==> config.mk <==
export PLATFORM = sky130hd
export DESIGN_NAME = time_counter_flat
export DESIGN_NICKNAME = d
export VERILOG_FILES = /design/src/rtl/time_pkg.sv /design/src/rtl/time_counter_if.sv /design/src/rtl/tick_gen.sv /design/src/rtl/time_counter.sv /design/src/flat_wrapper.sv
export SDC_FILE = /design/constraint.sdc
export NUM_CORES = 1
export LEC_CHECK = 0
export CORE_ASPECT_RATIO = 1.5
export CORE_UTILIZATION = 50
export DETAILED_ROUTE_END_ITERATION = 10
export PLACE_DENSITY = 0.7
export SLEW_MARGIN = 20
export SYNTH_ARGS = -nofsm -noshare
export SYNTH_HDL_FRONTEND = slang
export SYNTH_SLANG_ARGS = --single-unit
==> constraint.sdc <==
create_clock -name clk -period 6.2 [get_ports clk]
set_input_delay 0.93 -clock clk [delete_from_list [all_inputs] [get_ports clk]]
set_output_delay 0.93 -clock clk [all_outputs]
set_load 0.01 [all_outputs]
==> src/rtl/time_pkg.sv <==
// Shared types and BCD MM:SS arithmetic for the stopwatch/timer datapath.
package time_pkg;

  typedef logic [3:0] bcd_digit_t;

  typedef struct packed {
    bcd_digit_t min_tens;
    bcd_digit_t min_ones;
    bcd_digit_t sec_tens;
    bcd_digit_t sec_ones;
  } time_bcd_t;

  localparam bcd_digit_t  SEC_TENS_MAX = 4'd5;
  localparam bcd_digit_t  DIGIT_MAX    = 4'd9;
  localparam logic [15:0] TIME_MAX     = 16'h9959;

  // +1 second with full cascade; saturates at 99:59.
  function automatic time_bcd_t bcd_inc(input time_bcd_t t);
    time_bcd_t r;
    r = t;
    if (t != time_bcd_t'(TIME_MAX)) begin
      if (t.sec_ones != DIGIT_MAX) begin
        r.sec_ones = t.sec_ones + 4'd1;
      end else begin
        r.sec_ones = 4'd0;
        if (t.sec_tens != SEC_TENS_MAX) begin
          r.sec_tens = t.sec_tens + 4'd1;
        end else begin
          r.sec_tens = 4'd0;
          if (t.min_ones != DIGIT_MAX) begin
            r.min_ones = t.min_ones + 4'd1;
          end else begin
            r.min_ones = 4'd0;
            r.min_tens = t.min_tens + 4'd1;
          end
        end
      end
    end
    return r;
  endfunction

  // -1 second with borrow from minutes; holds at 00:00.
  function automatic time_bcd_t bcd_dec(input time_bcd_t t);
    time_bcd_t r;
    r = t;
    if (t != '0) begin
      if (t.sec_ones != 4'd0) begin
        r.sec_ones = t.sec_ones - 4'd1;
      end else begin
        r.sec_ones = DIGIT_MAX;
        if (t.sec_tens != 4'd0) begin
          r.sec_tens = t.sec_tens - 4'd1;
        end else begin
          r.sec_tens = SEC_TENS_MAX;
          if (t.min_ones != 4'd0) begin
            r.min_ones = t.min_ones - 4'd1;
          end else begin
            r.min_ones = DIGIT_MAX;
            r.min_tens = t.min_tens - 4'd1;
          end
        end
      end
    end
    return r;
  endfunction

  // Seconds field only: 59 wraps to 00 without touching minutes.
  function automatic time_bcd_t bcd_sec_adj(input time_bcd_t t);
    time_bcd_t r;
    r = t;
    if (t.sec_ones != DIGIT_MAX) begin
      r.sec_ones = t.sec_ones + 4'd1;
    end else begin
      r.sec_ones = 4'd0;
      r.sec_tens = (t.sec_tens == SEC_TENS_MAX) ? 4'd0 : t.sec_tens + 4'd1;
    end
    return r;
  endfunction

  // Minutes field only: 99 wraps to 00.
  function automatic time_bcd_t bcd_min_adj(input time_bcd_t t);
    time_bcd_t r;
    r = t;
    if (t.min_ones != DIGIT_MAX) begin
      r.min_ones = t.min_ones + 4'd1;
    end else begin
      r.min_ones = 4'd0;
      r.min_tens = (t.min_tens == DIGIT_MAX) ? 4'd0 : t.min_tens + 4'd1;
    end
    return r;
  endfunction

endpackage

==> src/rtl/time_counter_if.sv <==
// Strobes from the mode FSM and the counter's time/tick/flag results.
interface time_counter_if;
  logic        clear;
  logic        enable;
  logic        enable_increment;
  logic        enable_decrement;
  logic        adj_sec;
  logic        adj_min;
  logic [15:0] time_bcd;
  logic        tick;
  logic        flag;

  modport master (
    output clear, enable, enable_increment, enable_decrement, adj_sec, adj_min,
    input  time_bcd, tick, flag
  );

  modport slave (
    input  clear, enable, enable_increment, enable_decrement, adj_sec, adj_min,
    output time_bcd, tick, flag
  );
endinterface

==> src/rtl/tick_gen.sv <==
// One-second prescaler: registered tick is high while the count sits at TICK_DIV-1.
module tick_gen #(
  parameter int TICK_DIV = 10_000_000
) (
  input  logic clk,
  input  logic rst,
  input  logic run,
  output logic tick
);
  localparam int CNT_W = (TICK_DIV > 2) ? $clog2(TICK_DIV) : 1;
  localparam logic [CNT_W-1:0] CNT_MAX = CNT_W'(TICK_DIV - 1);

  logic [CNT_W-1:0] cnt_p0;
  logic [CNT_W-1:0] cnt_nxt;

  always_comb begin
    cnt_nxt = '0;
    if (run && (cnt_p0 != CNT_MAX)) cnt_nxt = cnt_p0 + 1'b1;
  end

  // Stage p0: count and its terminal-value tick registered together.
  always_ff @(posedge clk or posedge rst) begin
    if (rst) begin
      cnt_p0 <= '0;
      tick   <= 1'b0;
    end else begin
      cnt_p0 <= cnt_nxt;
      tick   <= run && (cnt_nxt == CNT_MAX);
    end
  end
endmodule

==> src/rtl/time_counter.sv <==
// BCD MM:SS counter driven by the stopwatch/timer FSM strobes.
module time_counter
  import time_pkg::*;
#(
  parameter int TICK_DIV = 10_000_000
) (
  input logic           clk,
  input logic           rst,
  time_counter_if.slave bus
);
  logic      mode_dec;
  logic      mode_up;
  logic      mode_inc;
  logic      run;
  logic      tick;
  time_bcd_t time_p0;
  time_bcd_t time_nxt;
  logic      flag_p0;
  logic      flag_nxt;

  // Only the highest-priority asserted mode acts; clear outranks all.
  assign mode_dec = !bus.clear && bus.enable_decrement;
  assign mode_up  = !bus.clear && !bus.enable_decrement && bus.enable;
  assign mode_inc = !bus.clear && !bus.enable_decrement && !bus.enable && bus.enable_increment;
  assign run      = mode_dec || mode_up;

  tick_gen #(.TICK_DIV(TICK_DIV)) u_tick_gen (
    .clk  (clk),
    .rst  (rst),
    .run  (run),
    .tick (tick)
  );

  always_comb begin
    time_nxt = time_p0;
    flag_nxt = flag_p0;
    if (bus.clear) begin
      time_nxt = '0;
      flag_nxt = 1'b0;
    end else if (mode_dec) begin
      if (time_p0 == '0) begin
        flag_nxt = 1'b1;
      end else if (tick) begin
        time_nxt = bcd_dec(time_p0);
        if (time_nxt == '0) flag_nxt = 1'b1;
      end
    end else if (mode_up) begin
      if (tick) time_nxt = bcd_inc(time_p0);
    end else if (mode_inc) begin
      if (bus.adj_sec) time_nxt = bcd_sec_adj(time_nxt);
      if (bus.adj_min) time_nxt = bcd_min_adj(time_nxt);
    end
  end

  // Stage p0: registered time value and sticky time-up flag.
  always_ff @(posedge clk or posedge rst) begin
    if (rst) begin
      time_p0 <= '0;
      flag_p0 <= 1'b0;
    end else begin
      time_p0 <= time_nxt;
      flag_p0 <= flag_nxt;
    end
  end

  assign bus.time_bcd = time_p0;
  assign bus.flag     = flag_p0;
  assign bus.tick     = tick;
endmodule

==> src/flat_wrapper.sv <==
// flat-port wrapper written by rule: the top's interface ports become plain ports
module time_counter_flat import time_pkg::*;
#(
  parameter int TICK_DIV = 10_000_000
)
  (clk, rst, bus_clear, bus_enable, bus_enable_increment, bus_enable_decrement, bus_adj_sec, bus_adj_min, bus_time_bcd, bus_tick, bus_flag);
  time_counter_if bus_i ();
  input logic clk;
  input logic rst;
  input wire logic [$bits(bus_i.clear)-1:0] bus_clear;
  input wire logic [$bits(bus_i.enable)-1:0] bus_enable;
  input wire logic [$bits(bus_i.enable_increment)-1:0] bus_enable_increment;
  input wire logic [$bits(bus_i.enable_decrement)-1:0] bus_enable_decrement;
  input wire logic [$bits(bus_i.adj_sec)-1:0] bus_adj_sec;
  input wire logic [$bits(bus_i.adj_min)-1:0] bus_adj_min;
  output wire logic [$bits(bus_i.time_bcd)-1:0] bus_time_bcd;
  output wire logic [$bits(bus_i.tick)-1:0] bus_tick;
  output wire logic [$bits(bus_i.flag)-1:0] bus_flag;
  assign bus_i.clear = bus_clear;
  assign bus_i.enable = bus_enable;
  assign bus_i.enable_increment = bus_enable_increment;
  assign bus_i.enable_decrement = bus_enable_decrement;
  assign bus_i.adj_sec = bus_adj_sec;
  assign bus_i.adj_min = bus_adj_min;
  assign bus_time_bcd = bus_i.time_bcd;
  assign bus_tick = bus_i.tick;
  assign bus_flag = bus_i.flag;
  time_counter #(.TICK_DIV(TICK_DIV)) u_core (.clk(clk), .rst(rst), .bus(bus_i));
endmodule
**Yosys cells after proc, flatten, opt, wreduce, memory -nomap -nowiden**

Index checks and enable logic that the tools add are counted.

- Flip-flop bits (word level): 42
- Bits of input ports: 8
- Logic and storage cells: 102

- Add/subtract/negate cells: 11
- Eq/ne operators: 16
- Muxes and demuxes: 42
- Reductions and logical operators: 26

Operators with widths:

| cell | count |
|---|---|
| two-way mux 16 bit | 18 |
| two-way mux 4 bit | 13 |
| zero test 16 bit | 2 |
| adder 24 x 1 -> 24 bit (second input constant) | 1 |
| adder 4 x 1 -> 4 bit (second input constant) | 6 |
| == test 24 bit (second input constant) | 1 |
| two-way mux 12 bit | 2 |
| two-way mux 24 bit | 1 |
| two-way mux 8 bit | 3 |
| != test 24 bit (second input constant) | 1 |
| != test 4 x 3 -> 1 bit (second input constant) | 5 |
| != test 16 bit (second input constant) | 1 |
| nonzero test 16 bit | 1 |
| nonzero test 4 bit | 4 |
| subtractor 4 x 1 -> 4 bit (second input constant) | 4 |
| != test 4 bit (second input constant) | 3 |
| != test 3 bit (second input constant) | 3 |
| AND reduction 8 bit | 1 |
| logical AND 1 bit | 7 |
| AND reduction 7 bit | 1 |
| AND reduction 6 bit | 1 |
| nonzero test 3 bit | 2 |
| two-way mux 1 bit | 5 |
| AND reduction 5 bit | 1 |
| 6 further kinds | 8 |

**Logic depth before layout (Yosys ltp)**

- Depth after elaboration: 16
- Depth in mapped cells: 9

**Hierarchy**

Synthesis repeated with hierarchy kept, for this count alone.

- Cell total of the unflattened synthesis: 363
- Area total of the unflattened synthesis: 3041.7 um^2

By module, submodules not included:

| module | times used | cells an instance | area each (um^2) |
|---|---|---|---|
| time_counter | 1 | 210 | 1627.8 |
| tick_gen | 1 | 153 | 1413.9 |

**Worst setup path after synthesis**

No wires, ideal clock.

- Path kind: register to register
- Start point: reg u_core.time_p0 (netlist bit u_core.bus.time_bcd[0])
- End point: reg u_core.flag_p0, in the netlist u_core.bus.flag
- Library setup time: 0.066 ns
- Arrival: 2.386 ns
- Required time: 6.134 ns
- Setup slack: 3.748 ns
- Stages on the path, launching flop included: 10
- Buffers on the path: 2
- Path through: dfrtp_1 clkbuf_1 inv_1 ha_1 or3b_1 buf_4 o41ai_1 nand4b_1 a2111oi_2 a41o_1

- Word-level cells in the longest chain between the ends: 10

RTL lines:

| item | line | RTL |
|---|---|---|
| start: declaration | time_counter.sv:16 | `time_bcd_t time_p0;` |
| start signal: assignment | time_counter.sv:61 | `time_p0 <= time_nxt;` |
| subtractor 4 x 1 -> 4 bit or nonzero test 4 bit (tied branches) | time_pkg.sv:48, time_pkg.sv:47 |  |
| two-way mux 4 bit or two-way mux 12 bit (tied branches) | time_pkg.sv:47 | `if (t.sec_ones != 4'd0) begin` |
| two-way mux 16 bit | time_pkg.sv:46 | `if (t != '0) begin` |
| two-way mux 16 bit | time_counter.sv:43 | `end else if (tick) begin` |
| two-way mux 16 bit | time_counter.sv:41 | `if (time_p0 == '0) begin` |
| two-way mux 16 bit | time_counter.sv:40 | `end else if (mode_dec) begin` |
| two-way mux 16 bit | time_counter.sv:37 | `if (bus.clear) begin` |
| zero test 16 bit | time_counter.sv:45 | `if (time_nxt == '0) flag_nxt = 1'b1;` |
| nonzero test 3 bit (no source line) | - |  |
| AND reduction 3 bit (no source line) | - |  |
| end signal: assignment | time_counter.sv:62 | `flag_p0 <= flag_nxt;` |
| end: declaration | time_counter.sv:18 | `logic flag_p0;` |

Parallel ways exist; a longest one is shown, timed or not. The select of a mux whose other input is x is not followed.
A chain may end at the register's enable or synchronous reset.

**Worst setup path in the final report**

- Start point: in bus_enable_decrement
- End point: reg u_core.time_p0 (netlist bit u_core.bus.time_bcd[5])

- Word-level cells in the longest chain between the ends: 6

RTL lines:

| item | line | RTL |
|---|---|---|
| start: declaration | flat_wrapper.sv:13 | `input wire logic [$bits(bus_i.enable_decrement)-1:0] bus_enable_decrement;` |
| zero test 1 bit | time_counter.sv:23, time_counter.sv:24 |  |
| logical AND 1 bit | time_counter.sv:23, time_counter.sv:24 |  |
| logical AND 1 bit, on equally long branches | time_counter.sv:24, time_counter.sv:23 |  |
| logical AND 1 bit or two-way mux 16 bit (tied branches) | time_counter.sv:24, time_counter.sv:47 |  |
| nonzero test 4 bit (no source line) or two-way mux 16 bit (tied branches) | - |  |
| AND reduction 6 bit (no source line) or two-way mux 16 bit (tied branches) | - |  |

Parallel ways exist; a longest one is shown, timed or not.

==> implementation parameters <==
Parameter                              Value

Status
  Outcome    complete, no violations

Synthesis
  Mean instance size in the synthesized netlist    8.21 um2
  Cells after synthesis    421
  Count leader, synth    nor2_1
  Mapped Nets    440
  Post-synthesis register bit count    42
  Synth top area share    0.304
  Post-synthesis cell type with the largest combined area    dfrtp_1
  Top cells by count, synth    nor2_1 (45), dfrtp_1 (42), nand2_1 (27)
  Total of warnings raised by yosys    0
  Number of enable flip-flop cells after synthesis    0
  Main synth FF type    dfrtp_1
  Syn Std Cell Area    3460 um2
  Ranking of synthesized cells by area    dfrtp_1 (30%), nor2_1 (4.9%), ha_1 (4.0%), xor2_1 (3.3%), a21oi_1 (3.2%)
  Sequential-to-total area share from yosys stat    0.304
  Async set-or-reset flop fraction in the synthesized netlist    1.00
  Unique cell type count in the Yosys netlist    73

STA
  Shortest clock period the worst path allows after layout    3.35 ns
  Final setup viols    0
  Worst max-slew margin expressed relative to the limit    0.392
  Setup repair after global routing missed its margin    false
  Final TNS setup    0 ns
  Total count of hold-check failures in the final report    0
  Period utilization    0.541
  Peak clock frequency supported by timing    298 MHz
  Worst-Margin Slew    0.910 ns
  Worst-case clock skew    0.0128 ns
  Final-report max-slew violation count    0

Critical path
  Worst-case register-to-register setup slack    3.01 ns
  Data required time of the critical path    6.38 ns
  Critical path arrival    3.54 ns
  Setup Crit Path Kind    in -> reg
  Category of the worst setup path capture point    flip-flop
  Critical Path Fanout Max    28
  Startpoint Class    primary input
  Endpoint of the most critical register-to-register path    u_core.bus.time_bcd[5]
  Worst setup startpoint    bus_enable_decrement
  Worst R2R Start    u_core.bus.time_bcd[1]
  Path depth of the worst reg2reg path    7

Detailed routing
  Mean routed wirelength per cell    18.1 um
  Number of iterations in the first detailed-routing pass    5
  Antenna-violating nets left    0
  Detailed router's first-iteration violation count    212
  Detailed Route WL    9200 um
  Remaining routing DRC violations    0
  Detailed-route vias per instance    6.61
  Detailed-route via count    3351

Place
  PortBufs    25
  DP Wirelength    6730 um
  Last weighted congestion value of the routability-driven placer    0.926
  Count of placed standard cells including taps    499

CTS
  CTS max path bufs    2
  Clock edge transition at the registers on the reported setup and hold paths    0.08 ns
  Hold bufs inserted after CTS    0
  Sinks on the clock net    42
  Number of buffers created by CTS    5
  Count of instances resized after the clock tree is built    0
  Total setup buffers inserted after CTS    0
  Root Buffer Master    clkbuf_8
  H-tree levels    2
  Clock insertion delay at the later pin of the skew report    0.30 ns
  TritonCTS clock tree    built

Global routing
  GRT Resource Usage Total    0.261
  First-pass GRT wire length    15600 um
  Antenna violations before repair    0
  Via count of the first global-routing pass    3289
  GRT Residual Overflow    0
  Largest net degree at the start of global routing    43

Run
  Count of max-cap constraint violations    0

Die
  I/O pin cnt    26
  Width of the chip    69.9 um
  Starting density of the core    0.526
  Die height    104 um
  Total Die Area    7260 um2
  Std-Cell Rows    36
  Placeable core region    6580 um2

Power
  Worst supply voltage drop on vdd    0.125 mV
  Leakage    1.42 nW
  Power per unit of standard cell area    336 nW/um2

Finish
  Final std cells w/o fill    507
  Layout cells sized above 1    0.0696
  Net count reported at finish    449
  Area Overhead vs Synth    9.77%
  Diode count    0

Min path
  Startpoint of the lowest-slack hold path    u_core.u_tick_gen.cnt_p0[0]
  Worst hold-check path type    reg -> reg
  Number of cells traversed by the worst hold path    1
  Worst Hold Endpoint    u_core.u_tick_gen.cnt_p0[0]
-- area by class of cell --
type / count / area, um2
fillers: 628 / 2780
multi-input cells: 333 / 2210
flip-flops and latches: 42 / 1050
repair buffers: 27 / 265
well taps: 76 / 95.1
clock buffers: 7 / 86.3
inverters: 21 / 78.8
clock inverters: 1 / 5.00
-- stage by stage --
stage                     setup slack [ns]  cell area (um2)  power [mW]  hold WS (ns)  utilization
after floorplan                       3.75             3460       0.874         0.495            -
after global placement                2.62             3700        1.08         0.521        0.563
after detailed placement              2.58             3700        1.08         0.536        0.563
after CTS                             2.88             3800        1.28         0.547        0.577
after global routing                  2.66             3800        1.36         0.573        0.577
final                                 2.85             3800        1.28         0.540        0.577
-- critical path, cell delays in order --
cell	delay, ns
clkdlybuf4s50_1	1.06
o21ai_0	0.20
a21oi_1	0.71
or2_2	0.29
mux2_2	0.33
-- layer usage --
layer  global-route usage  vias up  share of wire
li1                     -     1586              -
met1                0.293     1625           0.39
met2                0.467      106           0.52
met3               0.0349       34          0.039
met4                0.143        0          0.044
met5                    0        -              0
-- registers in the layout, summed over array words and instances, names as in the netlist --
register and count:
u_core.u_tick_gen.cnt_p0 24, u_core.u_tick_gen.tick 1, u_core.bus.time_bcd 16, u_core.bus.flag 1
-- power by group --
group	leakage, nW	total, mW	internal, mW	switching [mW]
logic	0.801	0.675	0.281	0.394
clock network	0.0482	0.185	0.0900	0.0951
registers	0.575	0.416	0.312	0.104
-- logic make-up (layout without fill, tap and decap cells) --
kind of cell | after synthesis | in the layout | synth area share
AOI/OAI and AO/OA | 105 | 105 | 0.215
xor gates and xnor gates | 25 | 25 | 0.0633
adders and majority gates | 11 | 11 | 0.0398
buffers and inverters | 46 | 56 | 0.0557
DFF | 42 | 42 | 0.304
muxes | 6 | 6 | 0.0221
and+or+nand+nor | 186 | 186 | 0.300
-- cells in the final DEF (no fill, tap or decap), types with 13 or more instances in the layout --
master            n
dfrtp_1          42
inv_1            20
o21ai_0          14
nand3_1          21
nor3_1           17
nand2_1          27
a21oi_1          22
clkdlybuf4s50_1  25
xor2_1           13
nor2_1           45
-- how the worst max path moves through the flow --
stage / slack (ns) / end
3_5_place_dp: 2.58 / u_core.bus.time_bcd[5]
3_3_place_gp: 2.62 / u_core.bus.time_bcd[5]
4_1_cts: 2.88 / u_core.bus.time_bcd[5]
6_report: 2.85 / u_core.bus.time_bcd[5]
2_1_floorplan: 3.75 / u_core.bus.flag
5_1_grt: 2.66 / u_core.bus.time_bcd[5]
No activity file was read; power rests on OpenSTA's default activity.
